[config.mk]
export PLATFORM = sky130hd
export DESIGN_NAME = axis_cpu_code_loader
export DESIGN_NICKNAME = d
export VERILOG_FILES = /design/src/rtl/axis_cpu_code_loader.sv
export SDC_FILE = /design/constraint.sdc
export NUM_CORES = 1
export LEC_CHECK = 0
export CORE_UTILIZATION = 53
export CTS_BUF_LIST = sky130_fd_sc_hd__clkbuf_16
export CTS_CLUSTER_SIZE = 28
export DETAILED_ROUTE_END_ITERATION = 8
export PLACE_DENSITY = 0.89
export SYNTH_ARGS = -nofsm -noshare
export SYNTH_HDL_FRONTEND = slang
export SYNTH_SLANG_ARGS = --single-unit
export TNS_END_PERCENT = 10
[constraint.sdc]
create_clock -name clk -period 3.2 [get_ports clk]
set_input_delay 0.8 -clock clk [delete_from_list [all_inputs] [get_ports clk]]
set_output_delay 0.8 -clock clk [all_outputs]
set_load 0.01 [all_outputs]
[src/rtl/axis_cpu_code_loader.sv]
// AXI-Stream loader that writes 8-bit instruction bytes into the axis_cpu code memory
// and holds/starts the CPU. Optional checksum trailer byte: define LOADER_CHECKSUM_EN.
module axis_cpu_code_loader #(
   parameter int unsigned CODE_ADDR_WIDTH = 10
) (
   input  logic                       clk,
   input  logic                       rst,
   input  logic [7:0]                 prog_TDATA,
   input  logic                       prog_TVALID,
   input  logic                       prog_TLAST,
   output logic                       prog_TREADY,
   input  logic                       cpu_idle,
   output logic                       code_wr_en,
   output logic [CODE_ADDR_WIDTH-1:0] code_wr_addr,
   output logic [7:0]                 code_wr_data,
   output logic                       cpu_hold,
   output logic                       cpu_start,
   output logic [CODE_ADDR_WIDTH:0]   prog_len,
   output logic                       err_ovf,
   output logic                       err_csum
);

   typedef enum logic [1:0] {IDLE, LOAD, DONE} state_t;

   localparam logic [CODE_ADDR_WIDTH:0] CAP = {1'b1, {CODE_ADDR_WIDTH{1'b0}}};

   state_t                     state_q;
   logic [CODE_ADDR_WIDTH:0]   cnt_q, cnt_d, cnt_base;
   logic                       wr_en_q;
   logic [CODE_ADDR_WIDTH-1:0] wr_addr_q;
   logic [7:0]                 wr_data_q;
   logic                       hold_q, start_q;
   logic [CODE_ADDR_WIDTH:0]   len_q;
   logic                       ovf_q, ovf_d, ovf_base;
   logic                       hs, is_data, full, do_wr, load_ok;

   assign prog_TREADY = (state_q == IDLE) ? cpu_idle : (state_q == LOAD);
   assign hs          = prog_TVALID & prog_TREADY;

`ifdef LOADER_CHECKSUM_EN
   logic [7:0] sum_q, sum_d;
   logic       csum_q;
   assign is_data  = ~prog_TLAST;
   assign err_csum = csum_q;
`else
   assign is_data  = 1'b1;
   assign err_csum = 1'b0;
`endif

   // The first beat is taken in IDLE, so it starts from a freshly cleared count/flags.
   always_comb begin
      cnt_base = (state_q == IDLE) ? '0 : cnt_q;
      ovf_base = (state_q == IDLE) ? 1'b0 : ovf_q;
      full     = (cnt_base == CAP);
      do_wr    = hs & is_data & ~full;
      cnt_d    = do_wr ? cnt_base + 1'b1 : cnt_base;
      ovf_d    = ovf_base | (hs & is_data & full);
`ifdef LOADER_CHECKSUM_EN
      sum_d    = ((state_q == IDLE) ? 8'h00 : sum_q) + (hs ? prog_TDATA : 8'h00);
      load_ok  = ~ovf_q & (cnt_q != '0) & (sum_q == 8'h00);
`else
      load_ok  = ~ovf_q & (cnt_q != '0);
`endif
   end

   always_ff @(posedge clk) begin
      if (!rst) begin
         state_q   <= IDLE;
         cnt_q     <= '0;
         wr_en_q   <= 1'b0;
         wr_addr_q <= '0;
         wr_data_q <= '0;
         hold_q    <= 1'b1;
         start_q   <= 1'b0;
         len_q     <= '0;
         ovf_q     <= 1'b0;
`ifdef LOADER_CHECKSUM_EN
         sum_q     <= '0;
         csum_q    <= 1'b0;
`endif
      end else begin
         wr_en_q <= 1'b0;
         start_q <= 1'b0;
         case (state_q)
            IDLE, LOAD: begin
               if (hs) begin
                  hold_q  <= 1'b1;
                  cnt_q   <= cnt_d;
                  ovf_q   <= ovf_d;
                  wr_en_q <= do_wr;
                  if (do_wr) begin
                     wr_addr_q <= cnt_base[CODE_ADDR_WIDTH-1:0];
                     wr_data_q <= prog_TDATA;
                  end
`ifdef LOADER_CHECKSUM_EN
                  sum_q <= sum_d;
                  if (state_q == IDLE) csum_q <= 1'b0;
`endif
                  state_q <= prog_TLAST ? DONE : LOAD;
               end
            end
            DONE: begin
               len_q   <= cnt_q;
               start_q <= load_ok;
               hold_q  <= ~load_ok;
`ifdef LOADER_CHECKSUM_EN
               csum_q  <= (sum_q != 8'h00);
`endif
               state_q <= IDLE;
            end
            default: state_q <= IDLE;
         endcase
      end
   end

   assign code_wr_en   = wr_en_q;
   assign code_wr_addr = wr_addr_q;
   assign code_wr_data = wr_data_q;
   assign cpu_hold     = hold_q;
   assign cpu_start    = start_q;
   assign prog_len     = len_q;
   assign err_ovf      = ovf_q;

endmodule
---- After elaboration in Yosys (flattened, before gate mapping) ----
Index checks and enable logic that the tools add are counted.
word-level totals
  register bits after elaboration ......... 46
  input port bits ......................... 13
  output and inout bits ................... 35
  word-level logic and storage cells ...... 39
cells by class
  add/sub/neg operators ................... 1
  equal/unequal tests ..................... 4
  muxes and demuxes ....................... 7
  bitwise operators ....................... 8
  reductions and logical operators ........ 10
operators by type and width
  kind                                                  count
  two-way mux 11 bit                                    2
  adder 11 x 1 -> 11 bit (second input constant)        1
  equality test 11 bit (second input constant)          1
  nonzero test 11 bit                                   1
  AND reduction 2 bit                                   4
  AND reduction 3 bit                                   2
  AND 1 bit                                             4
  two-way mux 1 bit                                     3
  NOT 1 bit                                             3
  equality test 2 x 1 -> 1 bit (second input constant)  1
  equality test 2 bit (second input constant)           1
  logical NOT 2 bit                                     1
  two-way mux 2 bit                                     1
  inequality test 2 bit (second input constant)         1
  case mux 1 bit (2 select lines)                       1
  nonzero test 2 bit                                    1
  OR reduction 2 bit                                    1
  OR 1 bit                                              1

---- Logic depth before layout (Yosys ltp) ----
Gate-level depths: netlist (run 1).
  depth in word-level cells ............... 6
  mapped depth ............................ 6
  depth with buffers taken out ............ 4

---- Least setup slack after synthesis (run 1) ----
No wires, ideal clock.
  path kind ............................... input to output
  start ................................... input port cpu_idle
  end ..................................... output port prog_TREADY
  arrival time ............................ 1.047 ns
  data required time ...................... 2.400 ns
  path slack .............................. 1.353 ns
  cell stages on the path ................. 2
  buffers on the path ..................... 0
  cell sequence ........................... nor2_1 -> nor2_1
on the way
  longest elaborated chain between the ends .. 1
RTL lines
  item               RTL line  text
  from (decl)        12        input logic cpu_idle,
  two-way mux 1 bit  37        assign prog_TREADY = (state_q == IDLE) ? cpu_idle : (state_q == LOAD);
  to (decl)          11        output logic prog_TREADY,
No other way between the ends.

---- Worst setup path in the final report (run 1) ----
Ends and elaborated chain as after synthesis.

==> flow_summary_export.csv, run 1 <==
group,metric,value,unit
status,status,"finished, final reports clean",
power,total_power,1.17,mW
timing,slew_violations,0,
clocking,post_cts_buffers,0,
power,ir_worst_vdd,0.000354,V
final_layout,postLayoutCellArea,2630,um^2
clocking,cts_tree,"built",
floorplanning,fp.dieW,64.8,um
synth,ys_async_sr_fraction,0,%
worst_setup_path,worst-setup-path-type,"in -> out",
placed_design,portBuffers,46,
final_layout,final_cell_mix,"nand2_1 (73), dfxtp_1 (46), clkdlybuf4s50_1 (45)",
global_routing,gr-total-overflow,0,
clocking,clock_path_buffers,2,
timing,timing.fmax,0.359,GHz
detailed_routing,ant_nets,0,
worst_setup_path,crit_chain,"clkdlybuf4s50_1, nor2_1, nor2_1, clkdlybuf4s50_1",
synth,ys_ff_latch,46,
placed_design,dp.cells,316,
synth,yosysSeqAreaShare,44.0,%
clocking,cts.htree.levels,2,
detailed_routing,wl,4.13,mm
synth,synth_nets,255,
synth,syn_area,2090,um^2
clocking,ctsResizeCount,0,
global_routing,track_usage,22.1,%
clocking,cts_sinks,46,
clocking,holdBufCountCts,0,
synth,syn_area_per_cell,8.65,um^2
clocking,ctsRootBufferMaster,"clkbuf_16",
placed_design,dpl_cell_area,2490,um^2
worst_setup_path,crit_buf_inv,2,
worst_setup_path,worstSetupPathDepth,4,
final_layout,layout-drive-gt1-share,5.80,%
synth,ys_types,40,
timing,rsz0062_at_grt,"false",
final_layout,layout_commonest_cell,"nand2_1",
worst_setup_path,cp_data_arrival_time,1.99,ns
worst_setup_path,cp_max_fo,3,
floorplanning,core_area,3720,um^2
global_routing,antenna_found_initial,0,
placed_design,gp_congestion,0.831,
timing,final_hold_viol_count,0,
timing,relSlewSlack,51.3,%
detailed_routing,vias_per_cell,5.31,
power,power_leakage,0.996,nW
synth,synth-edff-count,0,
clocking,clk_pin_slew,0.06,ns
final_layout,area_growth,25.6,%
worst_setup_path,crit_slowest_cell,"clkdlybuf4s50_1",
timing,setup-tns-final,0,ns
hold_path,min_delay_path_depth,2,
floorplanning,rows,22,
clocking,clock_latency,0.28,ns
floorplanning,die_area,4200,um^2
synth,yosysWarnings,0,
detailed_routing,vias,1721,
placed_design,place_hpwl,2.79,mm
final_layout,seqCellArea,921,um^2
timing,finalCriticalPeriod,2.79,ns
detailed_routing,dr.pass1.iters,4,
hold_path,hold_class,"reg -> reg",
final_layout,fin_nets,288,
final_layout,antenna_cells,0,
worst_setup_path,cp.required,2.40,ns
floorplanning,start_util,56.3,%
global_routing,grt_pass1_wl,7.15,mm
timing,setup_viol,0,
detailed_routing,first_iter_violations,92,
clocking,cts_buffers,5,
worst_setup_path,start_kind,"input pin",
power,power.density,446,nW/um^2
worst_setup_path,r2r_cells,4,
timing,skew,0.00408,ns
final_layout,final_cells,324,
final_layout,multiInputGateArea,1040,um^2
final_layout,fillers,292,
timing,holdWs,0.451,ns
detailed_routing,avgRoutedWirePerCell,12.7,um
timing,worst_slew_pin_slew,0.730,ns
global_routing,grt_max_degree,42,
worst_setup_path,end_kind,"primary output",
global_routing,grt_pass1_vias,1600,
floorplanning,num_io_pins,48,
timing,period_share,87.1,%
detailed_routing,drc,0,
job,cap_violations,0,
synth,syn-instance-count,242,
floorplanning,dieHeight,64.8,um
synth,ys.flop_type,"dfxtp_1",
worst_setup_path,critPathTopFamily,"buffers and inverters",
worst_setup_path,slowest_delay,0.54,ns
-- final timing paths --
path	start	endpoint	slack [ns]
worst max register to register	state_q[0]$_SDFFE_PN0P_	code_wr_data[6]$_SDFFE_PN0P_	1.33
worst min-delay path	code_wr_addr[0]$_SDFFE_PN0P_	code_wr_addr[0]$_SDFFE_PN0P_	0.45
worst max-delay path	cpu_idle	prog_TREADY	0.41
worst min register to register	code_wr_addr[0]$_SDFFE_PN0P_	code_wr_addr[0]$_SDFFE_PN0P_	0.45
-- metal layers --
layer  vias up  wire (um)  track usage [%]
met3         6        276             6.69
met1       777       1940             27.9
li1        880          -                -
met4         0         53             8.89
met2        58       1860             34.9
met5         -          0                0
-- area by class of cell --
class                      count  share of cell area (%)
multi-input combinational    172                    39.4
sequential                    46                    35.0
timing repair buffer          47                    17.6
clock buffer                   5                    4.76
tap                           48                    2.28
clock inverter                 3                   0.476
inverter                       3                   0.428
-- metrics by stage --
stage | setup WS (ns) | utilization [%]
floorplan | 1.35 | -
global placement | 0.419 | 67.1
detailed placement | 0.415 | 67.1
CTS | 0.402 | 70.8
global route | 0.351 | 70.8
finish | 0.411 | 70.8
-- tightest hold or removal path, delay by kind of cell (launching register included) --
kind,cells,cell delay (ns)
flops,1,0.31
simple gates,1,0.05
compound gates,1,0.05
-- cell families (layout without fill, tap and decap cells) --
family,Yosys count,count (layout),share of synthesized area [%]
other,1,1,0.179
buffers and inverters,24,58,6.46
flip-flops,46,46,44.0
AO/OA/AOI/OAI,29,29,9.92
multiplexers,24,24,11.5
AND/OR/NAND/NOR,117,117,27.6
XOR/XNOR,1,1,0.418
-- cells in the mapped netlist (2+ instances only) --
cell type	number	area share, %
nand2_1	73	13
dfxtp_1	46	44
mux2i_1	24	11
nor2_1	10	1.8
a21boi_1	9	3.2
clkbuf_1	9	1.6
nand3_1	8	1.9
buf_2	6	1.4
nand4_1	5	1.5
and2_1	4	1.2
buf_6	4	2.2
o21ai_0	4	0.96
inv_1	3	0.54
a21boi_0	2	0.72
buf_4	2	0.72
nand2b_1	2	0.60
nor3_1	2	0.48
nor3_2	2	0.96
nor4_4	2	2.0
o2111ai_1	2	0.84
o211ai_1	2	0.72
o21ai_1	2	0.48
o31ai_1	2	0.72
-- where the power goes --
part           switching (mW)  leakage [nW]  internal, mW
combinational          0.0511         0.551        0.0466
clock                   0.201        0.0724         0.282
sequential            0.00942         0.372         0.582
-- registers in the layout, indices dropped and copies added (netlist names) --
register,flops
cpu_hold,1
code_wr_addr,10
state_q,2
code_wr_en,1
cpu_start,1
err_ovf,1
cnt_q,11
code_wr_data,8
prog_len,11
(Power assumes the default switching activity.)
==> inputs of run 2 (changes only) <==
Settings changed: CORE_UTILIZATION 53 to 49, PLACE_DENSITY 0.89 to 0.83.
Clock period 3.2 ns to 2.9 ns, I/O delays scaled along.
==> run 2 against run 1 <==
Against the previous run:
- clock power increased by 32%
- sequential cell count unchanged
- largest cell class unchanged
- power increased by 19%
- core utilization decreased by 5.2 points
==> flow_summary_export.csv, run 2 (same netlist as run 1, synthesis figures left out) <==
group,metric,value,unit
final_layout,fin_nets,288,
floorplanning,dieHeight,67.4,um
floorplanning,num_io_pins,48,
timing,skew,0.00654,ns
worst_setup_path,cp_max_fo,3,
clocking,ctsResizeCount,0,
detailed_routing,avgRoutedWirePerCell,13.2,um
detailed_routing,vias_per_cell,5.32,
global_routing,grt_pass1_vias,1490,
timing,final_hold_viol_count,0,
placed_design,place_ws,0.246,ns
timing,worst_slew_pin_slew,0.761,ns
placed_design,place_hpwl,2.91,mm
clocking,holdBufCountCts,0,
clocking,cts_sinks,46,
clocking,cts_buffers,5,
worst_setup_path,cp.required,2.17,ns
power,power_leakage,1.00,nW
hold_path,min_to,"prog_len[6]$_SDFFE_PN0N_",
clocking,clock_latency,0.28,ns
detailed_routing,drc,0,
worst_setup_path,cp_data_arrival_time,1.93,ns
global_routing,grt_max_degree,46,
worst_setup_path,r2r-end,"code_wr_addr[7]$_SDFFE_PN0P_",
status,status,"finished, final reports clean",
placed_design,gp_congestion,0.891,
worst_setup_path,timing.reg2reg.setup_slack,1.00,ns
global_routing,grt_pass1_wl,6.98,mm
detailed_routing,dr.pass1.iters,4,
timing,finalCriticalPeriod,2.66,ns
worst_setup_path,start_kind,"input pin",
timing,period_share,91.6,%
timing,setup_viol,0,
detailed_routing,vias,1734,
worst_setup_path,end_kind,"primary output",
job,cap_violations,0,
timing,worst_slack,0.242,ns
detailed_routing,wl,4.32,mm
clocking,post_cts_buffers,0,
clocking,clock_path_buffers,2,
clocking,ctsRootBufferMaster,"clkbuf_16",
final_layout,layout-drive-gt1-share,6.16,%
hold_path,hold_class,"reg -> reg",
placed_design,portBuffers,46,
global_routing,antenna_found_initial,0,
final_layout,antenna_cells,0,
global_routing,track_usage,20.7,%
clocking,clk_pin_slew,0.06,ns
worst_setup_path,r2r_cells,4,
timing,rsz0062_at_grt,"false",
detailed_routing,ant_nets,0,
clocking,cts_tree,"built",
timing,relSlewSlack,49.3,%
timing,setup-tns-final,0,ns
power,ir_worst_vdd,0.000323,V
hold_path,min_delay_path_depth,2,
global_routing,gr-total-overflow,0,
power,power.density,525,nW/um^2
floorplanning,start_util,51.6,%
final_layout,layout_commonest_cell,"nand2_1",
worst_setup_path,worst-setup-path-type,"in -> out",
timing,timing.fmax,0.376,GHz
worst_setup_path,r2r-start,"cnt_q[6]$_SDFFE_PN0P_",
timing,slew_violations,0,
floorplanning,fp.dieW,67.4,um
final_layout,area_growth,27.1,%
clocking,cts.htree.levels,2,
detailed_routing,first_iter_violations,133,
floorplanning,die_area,4540,um^2
hold_path,hold_path.startpoint,"prog_len[6]$_SDFFE_PN0N_",
floorplanning,rows,23,
floorplanning,core_area,4060,um^2
final_layout,final_cell_mix,"nand2_1 (73), dfxtp_1 (46), clkdlybuf4s50_1 (45)",
[run 2: power by group]
part	internal (mW)	leakage, nW	total [mW]	switching [mW]
Sequential	0.642	0.372	0.653	0.0110
Combinational	0.0514	0.551	0.109	0.0574
Clock	0.403	0.0812	0.636	0.233
[run 2: per-stage QoR]
step	total power, mW	util (%)	area, um^2	instances	hold slack (ns)
CTS	1.40	65.6	2660	326	0.457
global route	1.44	65.6	2660	326	0.476
global placement	0.773	61.5	2490	318	0.441
finish	1.40	65.6	2660	326	0.455
floorplan	0.736	-	2090	242	0.468
detailed placement	0.776	61.5	2490	318	0.448
[run 2: layout make-up]
class / instances / area [um^2]
Fill cell: 358 / 1400
Timing Repair Buffer: 47 / 463
Tap cell: 50 / 62.6
Sequential cell: 46 / 921
Clock inverter: 3 / 41.3
Clock buffer: 5 / 125
Multi-Input combinational cell: 172 / 1040
Inverter: 3 / 11.3
[run 2: critical path: stages]
cell,delay (ns)
clkdlybuf4s50_1,0.49
nor2_1,0.07
nor2_1,0.11
clkdlybuf4s50_1,0.54
[run 2: worst max-delay path by stage]
stage	startpoint	depth (start not counted)	slack (ns)	endpoint
2_1_floorplan	cpu_idle	2	1.20	prog_TREADY
5_1_grt	cpu_idle	4	0.19	prog_TREADY
4_1_cts	cpu_idle	4	0.24	prog_TREADY
3_5_place_dp	cpu_idle	4	0.25	prog_TREADY
6_report	cpu_idle	4	0.24	prog_TREADY
3_3_place_gp	cpu_idle	4	0.27	prog_TREADY
[run 2: layer usage]
| layer | track usage [%] | wire length, um | vias to the layer above |
|---|---|---|---|
| li1 | - | - | 878 |
| met1 | 26.7 | 2110 | 792 |
| met2 | 33.0 | 1930 | 60 |
| met3 | 6.42 | 236 | 4 |
| met4 | 6.38 | 42 | 0 |
| met5 | 0 | 0 | - |
